<file path="config.mk">
export PLATFORM = sky130hd
export DESIGN_NAME = param_float_addsub_flat
export DESIGN_NICKNAME = d
export VERILOG_FILES = /design/src/rtl/float_addsub_pkg.sv /design/src/rtl/param_float_addsub_if.sv /design/src/rtl/float_lzc.sv /design/src/rtl/param_float_addsub.sv /design/src/flat_wrapper.sv
export SDC_FILE = /design/constraint.sdc
export NUM_CORES = 1
export LEC_CHECK = 0
export BUFFER_PORTS_ARGS = -buffer_cell sky130_fd_sc_hd__buf_2
export CORE_MARGIN = 2
export CORE_UTILIZATION = 55
export DETAILED_ROUTE_END_ITERATION = 10
export PLACE_DENSITY = 0.79
export SETUP_SLACK_MARGIN = 0.05
export SYNTH_ARGS = -nofsm -noshare
export SYNTH_HDL_FRONTEND = slang
export SYNTH_SLANG_ARGS = --single-unit
export TNS_END_PERCENT = 50
</file>
<file path="constraint.sdc">
create_clock -name clk -period 8.14 [get_ports clk]
set_clock_uncertainty 0.2 [all_clocks]
set_input_delay 0.814 -clock clk [delete_from_list [all_inputs] [get_ports clk]]
set_output_delay 0.814 -clock clk [all_outputs]
set_load 0.02 [all_outputs]
</file>
<file path="src/rtl/float_addsub_pkg.sv">
// Shared types and constants for the parametrised floating-point adder/subtractor.
package float_addsub_pkg;

    typedef enum logic [2:0] {
        IDLE,
        ALIGN,
        ADD,
        NORM,
        ROUND,
        DONE
    } state_e;

    localparam int FLAG_INVALID   = 3;
    localparam int FLAG_OVERFLOW  = 2;
    localparam int FLAG_UNDERFLOW = 1;
    localparam int FLAG_INEXACT   = 0;

    function automatic int fp_bias(input int exp_w);
        return (1 << (exp_w - 1)) - 1;
    endfunction

    // Positive infinity, right-aligned in a 64-bit container.
    function automatic logic [63:0] fp_inf(input int exp_w, input int man_w);
        return ((64'd1 << exp_w) - 64'd1) << man_w;
    endfunction

    // Canonical quiet NaN: sign 0, exponent all-ones, fraction MSB set.
    function automatic logic [63:0] fp_qnan(input int exp_w, input int man_w);
        return fp_inf(exp_w, man_w) | (64'd1 << (man_w - 1));
    endfunction

endpackage

</file>
<file path="src/rtl/param_float_addsub_if.sv">
// Start/busy/valid handshake bundle for the FP adder; FPADD_FLAGS_EN adds the flags output.
interface param_float_addsub_if #(
    parameter int EXP_W = 3,
    parameter int MAN_W = 4
);
    localparam int W = 1 + EXP_W + MAN_W;

    logic         start;
    logic         op;
    logic [W-1:0] a;
    logic [W-1:0] b;
    logic [W-1:0] sum;
    logic         valid;
    logic         busy;
`ifdef FPADD_FLAGS_EN
    logic [3:0]   flags;
`endif

    modport master (
        output start, op, a, b,
        input  sum, valid, busy
`ifdef FPADD_FLAGS_EN
        , input flags
`endif
    );

    modport slave (
        input  start, op, a, b,
        output sum, valid, busy
`ifdef FPADD_FLAGS_EN
        , output flags
`endif
    );

endinterface

</file>
<file path="src/rtl/float_lzc.sv">
// Combinational leading-zero counter; an all-zero input returns WIDTH.
module float_lzc #(
    parameter  int WIDTH = 8,
    localparam int CNT_W = $clog2(WIDTH + 1)
) (
    input  logic [WIDTH-1:0] in_i,
    output logic [CNT_W-1:0] count_o
);

    always_comb begin
        // NOTE: give every always_comb output a value before any branch so no latch is inferred.
        count_o = CNT_W'(WIDTH);
        for (int i = 0; i < WIDTH; i++) begin
            if (in_i[i]) count_o = CNT_W'(WIDTH - 1 - i);
        end
    end

endmodule

</file>
<file path="src/rtl/param_float_addsub.sv">
// Multi-cycle FP add/sub with RNE rounding, flush-to-zero and inf/NaN handling.
// Define FPADD_FLAGS_EN to add the {invalid, overflow, underflow, inexact} flags output.
module param_float_addsub
    import float_addsub_pkg::*;
#(
    parameter int EXP_W = 3,
    parameter int MAN_W = 4
) (
    input logic                clk,
    input logic                reset,
    param_float_addsub_if.slave bus
);
    localparam int W   = 1 + EXP_W + MAN_W;
    localparam int SW  = MAN_W + 5;   // carry, hidden, fraction, G, R, S
    localparam int LZW = $clog2(SW);
    localparam int XW  = ((EXP_W > LZW) ? EXP_W : LZW) + 2;
    localparam logic [W-1:0]          QNAN     = W'(fp_qnan(EXP_W, MAN_W));
    localparam logic [W-1:0]          PINF     = W'(fp_inf(EXP_W, MAN_W));
    localparam logic signed [XW-1:0]  EXP_ZERO = '0;
    localparam logic signed [XW-1:0]  EXP_MAX  = XW'((1 << EXP_W) - 1);

    state_e state_q, state_d;
    logic [W-1:0]          a_q, b_q, spec_val_q, sum_q;
    logic                  op_q, sign_q, sub_q, zsign_q, special_q, zero_q, uf_q, valid_q;
    logic signed [XW-1:0]  exp_q;
    logic [SW-1:0]         big_q, small_q, res_q;

    // Unpack and align.
    logic                  a_sign, b_sign, a_zero, b_zero, a_inf, b_inf, a_nan, b_nan;
    logic                  swap, inf_clash, special;
    logic [EXP_W-1:0]      a_exp, b_exp, big_exp, small_exp, exp_diff;
    logic [W-2:0]          a_mag, b_mag;
    logic [SW-1:0]         a_sig, b_sig, small_sig, aligned;
    logic [2*SW-1:0]       shifted;
    logic [31:0]           shamt;
    logic [W-1:0]          spec_val;

    assign a_sign    = a_q[W-1];
    assign b_sign    = b_q[W-1] ^ op_q;
    assign a_exp     = a_q[W-2:MAN_W];
    assign b_exp     = b_q[W-2:MAN_W];
    assign a_zero    = (a_exp == '0);
    assign b_zero    = (b_exp == '0);
    assign a_inf     = (a_exp == '1) && (a_q[MAN_W-1:0] == '0);
    assign b_inf     = (b_exp == '1) && (b_q[MAN_W-1:0] == '0);
    assign a_nan     = (a_exp == '1) && (a_q[MAN_W-1:0] != '0);
    assign b_nan     = (b_exp == '1) && (b_q[MAN_W-1:0] != '0);
    assign a_mag     = a_zero ? '0 : a_q[W-2:0];
    assign b_mag     = b_zero ? '0 : b_q[W-2:0];
    assign a_sig     = {1'b0, !a_zero, a_mag[MAN_W-1:0], 3'b000};
    assign b_sig     = {1'b0, !b_zero, b_mag[MAN_W-1:0], 3'b000};
    assign swap      = (b_mag > a_mag);
    assign big_exp   = swap ? b_mag[W-2:MAN_W] : a_mag[W-2:MAN_W];
    assign small_exp = swap ? a_mag[W-2:MAN_W] : b_mag[W-2:MAN_W];
    assign small_sig = swap ? a_sig : b_sig;
    assign exp_diff  = big_exp - small_exp;
    // Clamping at SW pushes every bit below the window so sticky still sees them.
    assign shamt     = (32'(exp_diff) > 32'(SW)) ? 32'(SW) : 32'(exp_diff);
    assign shifted   = {small_sig, {SW{1'b0}}} >> shamt;
    assign aligned   = shifted[2*SW-1:SW] | SW'(|shifted[SW-1:0]);
    assign inf_clash = a_inf && b_inf && (a_sign != b_sign);

    always_comb begin
        special  = 1'b1;
        spec_val = QNAN;
        if (a_nan || b_nan || inf_clash) spec_val = QNAN;
        else if (a_inf)                  spec_val = {a_sign, PINF[W-2:0]};
        else if (b_inf)                  spec_val = {b_sign, PINF[W-2:0]};
        else                             special  = 1'b0;
    end

    // Normalise.
    logic [LZW-1:0]        lz;
    logic [SW-1:0]         norm;
    logic signed [XW-1:0]  exp_n;

    float_lzc #(.WIDTH(SW - 1)) u_lzc (
        .in_i    (res_q[SW-2:0]),
        .count_o (lz)
    );

    always_comb begin
        norm  = res_q << lz;
        exp_n = exp_q - $signed(XW'(lz));
        if (res_q[SW-1]) begin
            norm  = {1'b0, res_q[SW-1:2], res_q[1] | res_q[0]};
            exp_n = exp_q + XW'(1);
        end
    end

    // Round to nearest even and assemble.
    logic                  g_bit, r_bit, s_bit, rnd_inc, ovf;
    logic [MAN_W+1:0]      mant_r;
    logic [MAN_W-1:0]      frac_r;
    logic signed [XW-1:0]  exp_r;
    logic [W-1:0]          result;

    assign g_bit   = res_q[2];
    assign r_bit   = res_q[1];
    assign s_bit   = res_q[0];
    assign rnd_inc = g_bit & (r_bit | s_bit | res_q[3]);
    assign mant_r  = {1'b0, res_q[SW-2:3]} + (MAN_W + 2)'(rnd_inc);
    assign frac_r  = mant_r[MAN_W+1] ? mant_r[MAN_W:1] : mant_r[MAN_W-1:0];
    assign exp_r   = exp_q + $signed(XW'(mant_r[MAN_W+1]));
    assign ovf     = !special_q && !zero_q && !uf_q && (exp_r >= EXP_MAX);

    always_comb begin
        result = {sign_q, exp_r[EXP_W-1:0], frac_r};
        if (special_q)   result = spec_val_q;
        else if (zero_q) result = {zsign_q, {(W-1){1'b0}}};
        else if (uf_q)   result = {sign_q, {(W-1){1'b0}}};
        else if (ovf)    result = {sign_q, PINF[W-2:0]};
    end

`ifdef FPADD_FLAGS_EN
    logic       invalid_q;
    logic [3:0] flags_q, flags_d;

    always_comb begin
        flags_d                 = '0;
        flags_d[FLAG_INVALID]   = special_q & invalid_q;
        flags_d[FLAG_OVERFLOW]  = ovf;
        flags_d[FLAG_UNDERFLOW] = !special_q && uf_q;
        flags_d[FLAG_INEXACT]   = !special_q && (g_bit | r_bit | s_bit | ovf | uf_q);
    end

    assign bus.flags = flags_q;
`endif

    always_comb begin
        state_d = state_q;
        case (state_q)
            IDLE:    if (bus.start) state_d = ALIGN;
            ALIGN:   state_d = ADD;
            ADD:     state_d = NORM;
            NORM:    state_d = ROUND;
            ROUND:   state_d = DONE;
            DONE:    state_d = IDLE;
            default: state_d = IDLE;
        endcase
    end

    always_ff @(posedge clk) begin
        // NOTE: sequential state uses <= so every register samples pre-edge values.
        if (reset) begin
            state_q <= IDLE;
            sum_q   <= '0;
            valid_q <= 1'b0;
`ifdef FPADD_FLAGS_EN
            flags_q <= '0;
`endif
        end else begin
            state_q <= state_d;
            valid_q <= (state_q == ROUND);
            if (state_q == ROUND) begin
                sum_q   <= result;
`ifdef FPADD_FLAGS_EN
                flags_q <= flags_d;
`endif
            end
        end
    end

    // NOTE: pipeline datapath registers are left unreset; each is written before it is read.
    always_ff @(posedge clk) begin
        case (state_q)
            IDLE: if (bus.start) begin
                a_q  <= bus.a;
                b_q  <= bus.b;
                op_q <= bus.op;
            end
            ALIGN: begin
                sign_q     <= swap ? b_sign : a_sign;
                sub_q      <= a_sign ^ b_sign;
                zsign_q    <= a_sign & b_sign;
                exp_q      <= $signed(XW'(big_exp));
                big_q      <= swap ? b_sig : a_sig;
                small_q    <= aligned;
                special_q  <= special;
                spec_val_q <= spec_val;
`ifdef FPADD_FLAGS_EN
                invalid_q  <= inf_clash;
`endif
            end
            ADD: res_q <= sub_q ? big_q - small_q : big_q + small_q;
            NORM: begin
                res_q  <= norm;
                exp_q  <= exp_n;
                zero_q <= (res_q == '0);
                uf_q   <= (res_q != '0) && (exp_n <= EXP_ZERO);
            end
            default: ;
        endcase
    end

    assign bus.sum   = sum_q;
    assign bus.valid = valid_q;
    assign bus.busy  = (state_q inside {ALIGN, ADD, NORM, ROUND});

endmodule

</file>
<file path="src/flat_wrapper.sv">
// flat-port wrapper written by rule: the top's interface ports become plain ports
module param_float_addsub_flat import float_addsub_pkg::*;
#(
    parameter int EXP_W = 3,
    parameter int MAN_W = 4
)
  (clk, reset, bus_start, bus_op, bus_a, bus_b, bus_sum, bus_valid, bus_busy);
  param_float_addsub_if #(.EXP_W(EXP_W), .MAN_W(MAN_W)) bus_i ();
  input logic clk;
  input logic reset;
  input wire logic [$bits(bus_i.start)-1:0] bus_start;
  input wire logic [$bits(bus_i.op)-1:0] bus_op;
  input wire logic [$bits(bus_i.a)-1:0] bus_a;
  input wire logic [$bits(bus_i.b)-1:0] bus_b;
  output wire logic [$bits(bus_i.sum)-1:0] bus_sum;
  output wire logic [$bits(bus_i.valid)-1:0] bus_valid;
  output wire logic [$bits(bus_i.busy)-1:0] bus_busy;
  assign bus_i.start = bus_start;
  assign bus_i.op = bus_op;
  assign bus_i.a = bus_a;
  assign bus_i.b = bus_b;
  assign bus_sum = bus_i.sum;
  assign bus_valid = bus_i.valid;
  assign bus_busy = bus_i.busy;
  param_float_addsub #(.EXP_W(EXP_W), .MAN_W(MAN_W)) u_core (.clk(clk), .reset(reset), .bus(bus_i));
endmodule
</file>
==> impl_metrics.env <==
export IMPL_maxSlewViolCount=0
export IMPL_wire_per_inst_um=14.2
export IMPL_dieArea_um2=8400
export IMPL_ys_ff_latch=65
export IMPL_tns_ns=0
export IMPL_worstSetupPathType="reg -> reg"
export IMPL_syn_inst=432
export IMPL_cts_buffer_depth=2
export IMPL_clock_fmax_mhz=231
export IMPL_crit_buf_inv=2
export IMPL_core_um2=7330
export IMPL_ir_worst_vdd_v=0.000128
export IMPL_synth_common_cells="edfxtp_1 (53), nor2_1 (53), a21oi_1 (39)"
export IMPL_wirelength_um=7850
export IMPL_cts_buffers=9
export IMPL_port_buffer_count=29
export IMPL_clk_pin_slew_worst_paths_ns=0.07
export IMPL_antenna_found_initial=0
export IMPL_layout_drive_gt1_share_pct=12.8
export IMPL_synth_cell_type_count=63
export IMPL_swShare_pct=34.3
export IMPL_drc=0
export IMPL_ctsHoldBuffers=0
export IMPL_grt_ovfl_total=0
export IMPL_outcome="finished clean"
export IMPL_synth_top_area_share_pct=37.7
export IMPL_die_x_um=91.7
export IMPL_layout_nets=493
export IMPL_clkPwrFrac_pct=23.8
export IMPL_io_pins=30
export IMPL_ys_top_cells_by_area="edfxtp_1 (38%), ha_1 (7.1%), dfxtp_1 (5.7%)"
export IMPL_cp_end_kind="flip-flop"
export IMPL_place_congestion=0.845
export IMPL_synth_edf_count=53
export IMPL_path_delay_family="compound AO/OA/AOI/OAI gates"
export IMPL_worstHoldStart="u_core.bus.sum[7]"
export IMPL_p_total_mw=1.09
export IMPL_synth_avg_cell_area_um2=9.78
export IMPL_start_util_pct=57.7
export IMPL_synth_warnings=0
export IMPL_ant_nets=0
export IMPL_hold_path_depth=2
export IMPL_num_rows=31
export IMPL_grt_max_degree=24
export IMPL_track_usage_pct=19.9
export IMPL_clk_latency_ns=0.35
export IMPL_endpoint="u_core.small_q[3]"
export IMPL_hpwlAfterDp_um=5860
export IMPL_finalHoldViolCount=0
export IMPL_num_antenna_cells=0
export IMPL_r2r_end="u_core.small_q[3]"
export IMPL_critPathLaunchType="flip-flop"
export IMPL_leakagePower_nw=1.84
export IMPL_finalCriticalPeriod_ns=4.33
export IMPL_worstMarginPinSlew_ns=0.845
export IMPL_grt_pass1_vias=2965
export IMPL_startpoint="u_core.b_q[5]"
export IMPL_post_cts_setup_buffers=0
export IMPL_detail_route_vias_per_cell=5.67
export IMPL_dr_pass1_iters=4
export IMPL_grt_setup_unrepaired="false"
export IMPL_cp_cell_sequence="or3_1 -> nand2_1 -> inv_1 -> ha_1 -> nor2b_1 -> o22ai_1 -> a21o_1 -> a21oi_4 -> nor2_1 -> a22oi_1 -> ha_1 -> inv_1 -> o221a_4 -> xnor2_2 -> mux2i_1 -> o2bb2ai_1"
export IMPL_area_delta_synth_final_pct=8.47
export IMPL_arrival_ns=4.23
export IMPL_crit_required_ns=8.04
export IMPL_cts_tree="yes"
export IMPL_critPathMaxStageDelay_ns=0.52
export IMPL_syn_nets=477
export IMPL_synth_main_ff_cell="edfxtp_1"
export IMPL_clkSinkCount=65
export IMPL_fin_crit_sh_pct=53.2
export IMPL_rr_startpoint="u_core.b_q[5]"
export IMPL_pwr_share_seq_pct=42.3
export IMPL_drt_iter0_markers=118
export IMPL_hp_class="reg -> reg"
export IMPL_grt_first_pass_wirelength_um=13300
export IMPL_crit_path_max_fanout=23
export IMPL_async_reset_ff_share_pct=0
export IMPL_slowest_stage="or3_1"
export IMPL_comb_power_share_pct=33.9
export IMPL_max_slew_margin_pct=43.6
export IMPL_yosysSeqAreaShare_pct=43.3
export IMPL_r2r_slack_ns=3.81
export IMPL_cts_max_level=3
export IMPL_route_vias_total=3131
export IMPL_die_h_um=91.7
export IMPL_synth_area_um2=4230
export IMPL_cts_root_buf="clkbuf_8"
export IMPL_cp_depth=16
export IMPL_maxCapViolCount=0
export IMPL_cell_internal_pwr_mw=0.719
export IMPL_cts_resized=0
export IMPL_power_switching_mw=0.375
export IMPL_power_density_nw_per_um2=239
export IMPL_fillCellCount=572
export IMPL_rr_worst_depth=16
export IMPL_yosys_area_top_type="edfxtp_1"
export IMPL_setup_violations=0
[cells by family after synthesis]
logic type / synth area share (%)
muxes: 6.66
and+or+nand+nor: 17.0
buffers and inverters: 4.56
AOI/OAI and AO/OA: 15.5
xor gates and xnor gates: 5.36
DFF: 43.3
adders and majority gates: 7.58
[layout by cell type, fill, tap and decap left out, types with 3 or more instances in the layout]
| cell type | count |
|---|---|
| nand2b_1 | 3 |
| edfxtp_1 | 53 |
| nor4_1 | 3 |
| o21ai_0 | 14 |
| a21o_1 | 6 |
| a22oi_1 | 4 |
| o21bai_1 | 5 |
| or4_1 | 3 |
| clkbuf_8 | 10 |
| a21oi_1 | 39 |
| nand2_1 | 27 |
| and2_1 | 3 |
| nor2_1 | 53 |
| nor2b_1 | 9 |
| o2bb2ai_1 | 3 |
| dfxtp_1 | 12 |
| xnor2_1 | 17 |
| xor2_1 | 7 |
| buf_2 | 29 |
| or3_1 | 4 |
| and3_1 | 3 |
| nor3_1 | 18 |
| inv_1 | 18 |
| mux2_2 | 3 |
| o21ai_1 | 3 |
| mux2i_1 | 21 |
| ha_1 | 24 |
| nand3_1 | 11 |
[power by group through the flow]
stage	logic (mW)	registers, mW	clock network, mW
2_1_floorplan	0.328	0.443	0
3_3_place_gp	0.357	0.468	0
3_5_place_dp	0.367	0.469	0
4_1_cts	0.371	0.462	0.267
5_1_grt	0.415	0.470	0.282
6_report	0.371	0.463	0.260
[worst min-delay path by stage]
stage | end
final | u_core.bus.sum[7]
after global placement | u_core.bus.sum[7]
after global routing | u_core.bus.sum[7]
after detailed placement | u_core.bus.sum[7]
after floorplan | u_core.state_q[0]
after CTS | u_core.bus.sum[7]
[registers in the layout, summed over array words and instances, names as in the netlist, 2 cells and up]
| signal | cells |
|---|---|
| u_core.res_q | 9 |
| u_core.small_q | 8 |
| u_core.bus.sum | 8 |
| u_core.a_q | 8 |
| u_core.b_q | 8 |
| u_core.exp_q | 6 |
| u_core.spec_val_q | 2 |
| u_core.big_q | 5 |
| u_core.state_q | 3 |
[layer usage]
layer  GRT usage (%)  part of all wire, %  vias up
met5               0                    0        -
met4            8.21                  2.4        0
met3            4.68                  4.2       15
met2            32.9                   48       67
met1            25.1                   45     1446
li1                -                    -     1603
[final cells by class]
type | instances | area, um^2 | share of cell area (%)
multi-input cells | 322 | 2210 | 48.2
flip-flops and latches | 65 | 1830 | 40.0
clock buffers | 12 | 166 | 3.63
repair buffers | 31 | 160 | 3.49
well taps | 99 | 124 | 2.70
inverters | 19 | 71.3 | 1.56
clock inverters | 4 | 22.5 | 0.491
[worst reg2reg max path, cell delays in order, from the launching register on]
cell	delay [ns]
edfxtp_1	0.48
or3_1	0.52
nand2_1	0.16
inv_1	0.07
ha_1	0.29
nor2b_1	0.13
o22ai_1	0.08
a21o_1	0.22
a21oi_4	0.52
nor2_1	0.09
a22oi_1	0.20
ha_1	0.17
inv_1	0.04
o221a_4	0.11
xnor2_2	0.44
mux2i_1	0.30
o2bb2ai_1	0.09
[metrics by stage]
step	setup WS (ns)	util, %	cell area (um^2)	instances	hold slack (ns)
4_1_cts	3.85	62.5	4580	552	0.258
3_5_place_dp	3.86	60.0	4400	536	0.247
3_3_place_gp	3.98	60.0	4400	536	0.241
6_report	3.81	62.5	4580	552	0.257
2_1_floorplan	4.17	-	4230	432	0.279
5_1_grt	3.52	62.5	4580	552	0.301
Note: power is estimated with default switching activity, not from simulation.
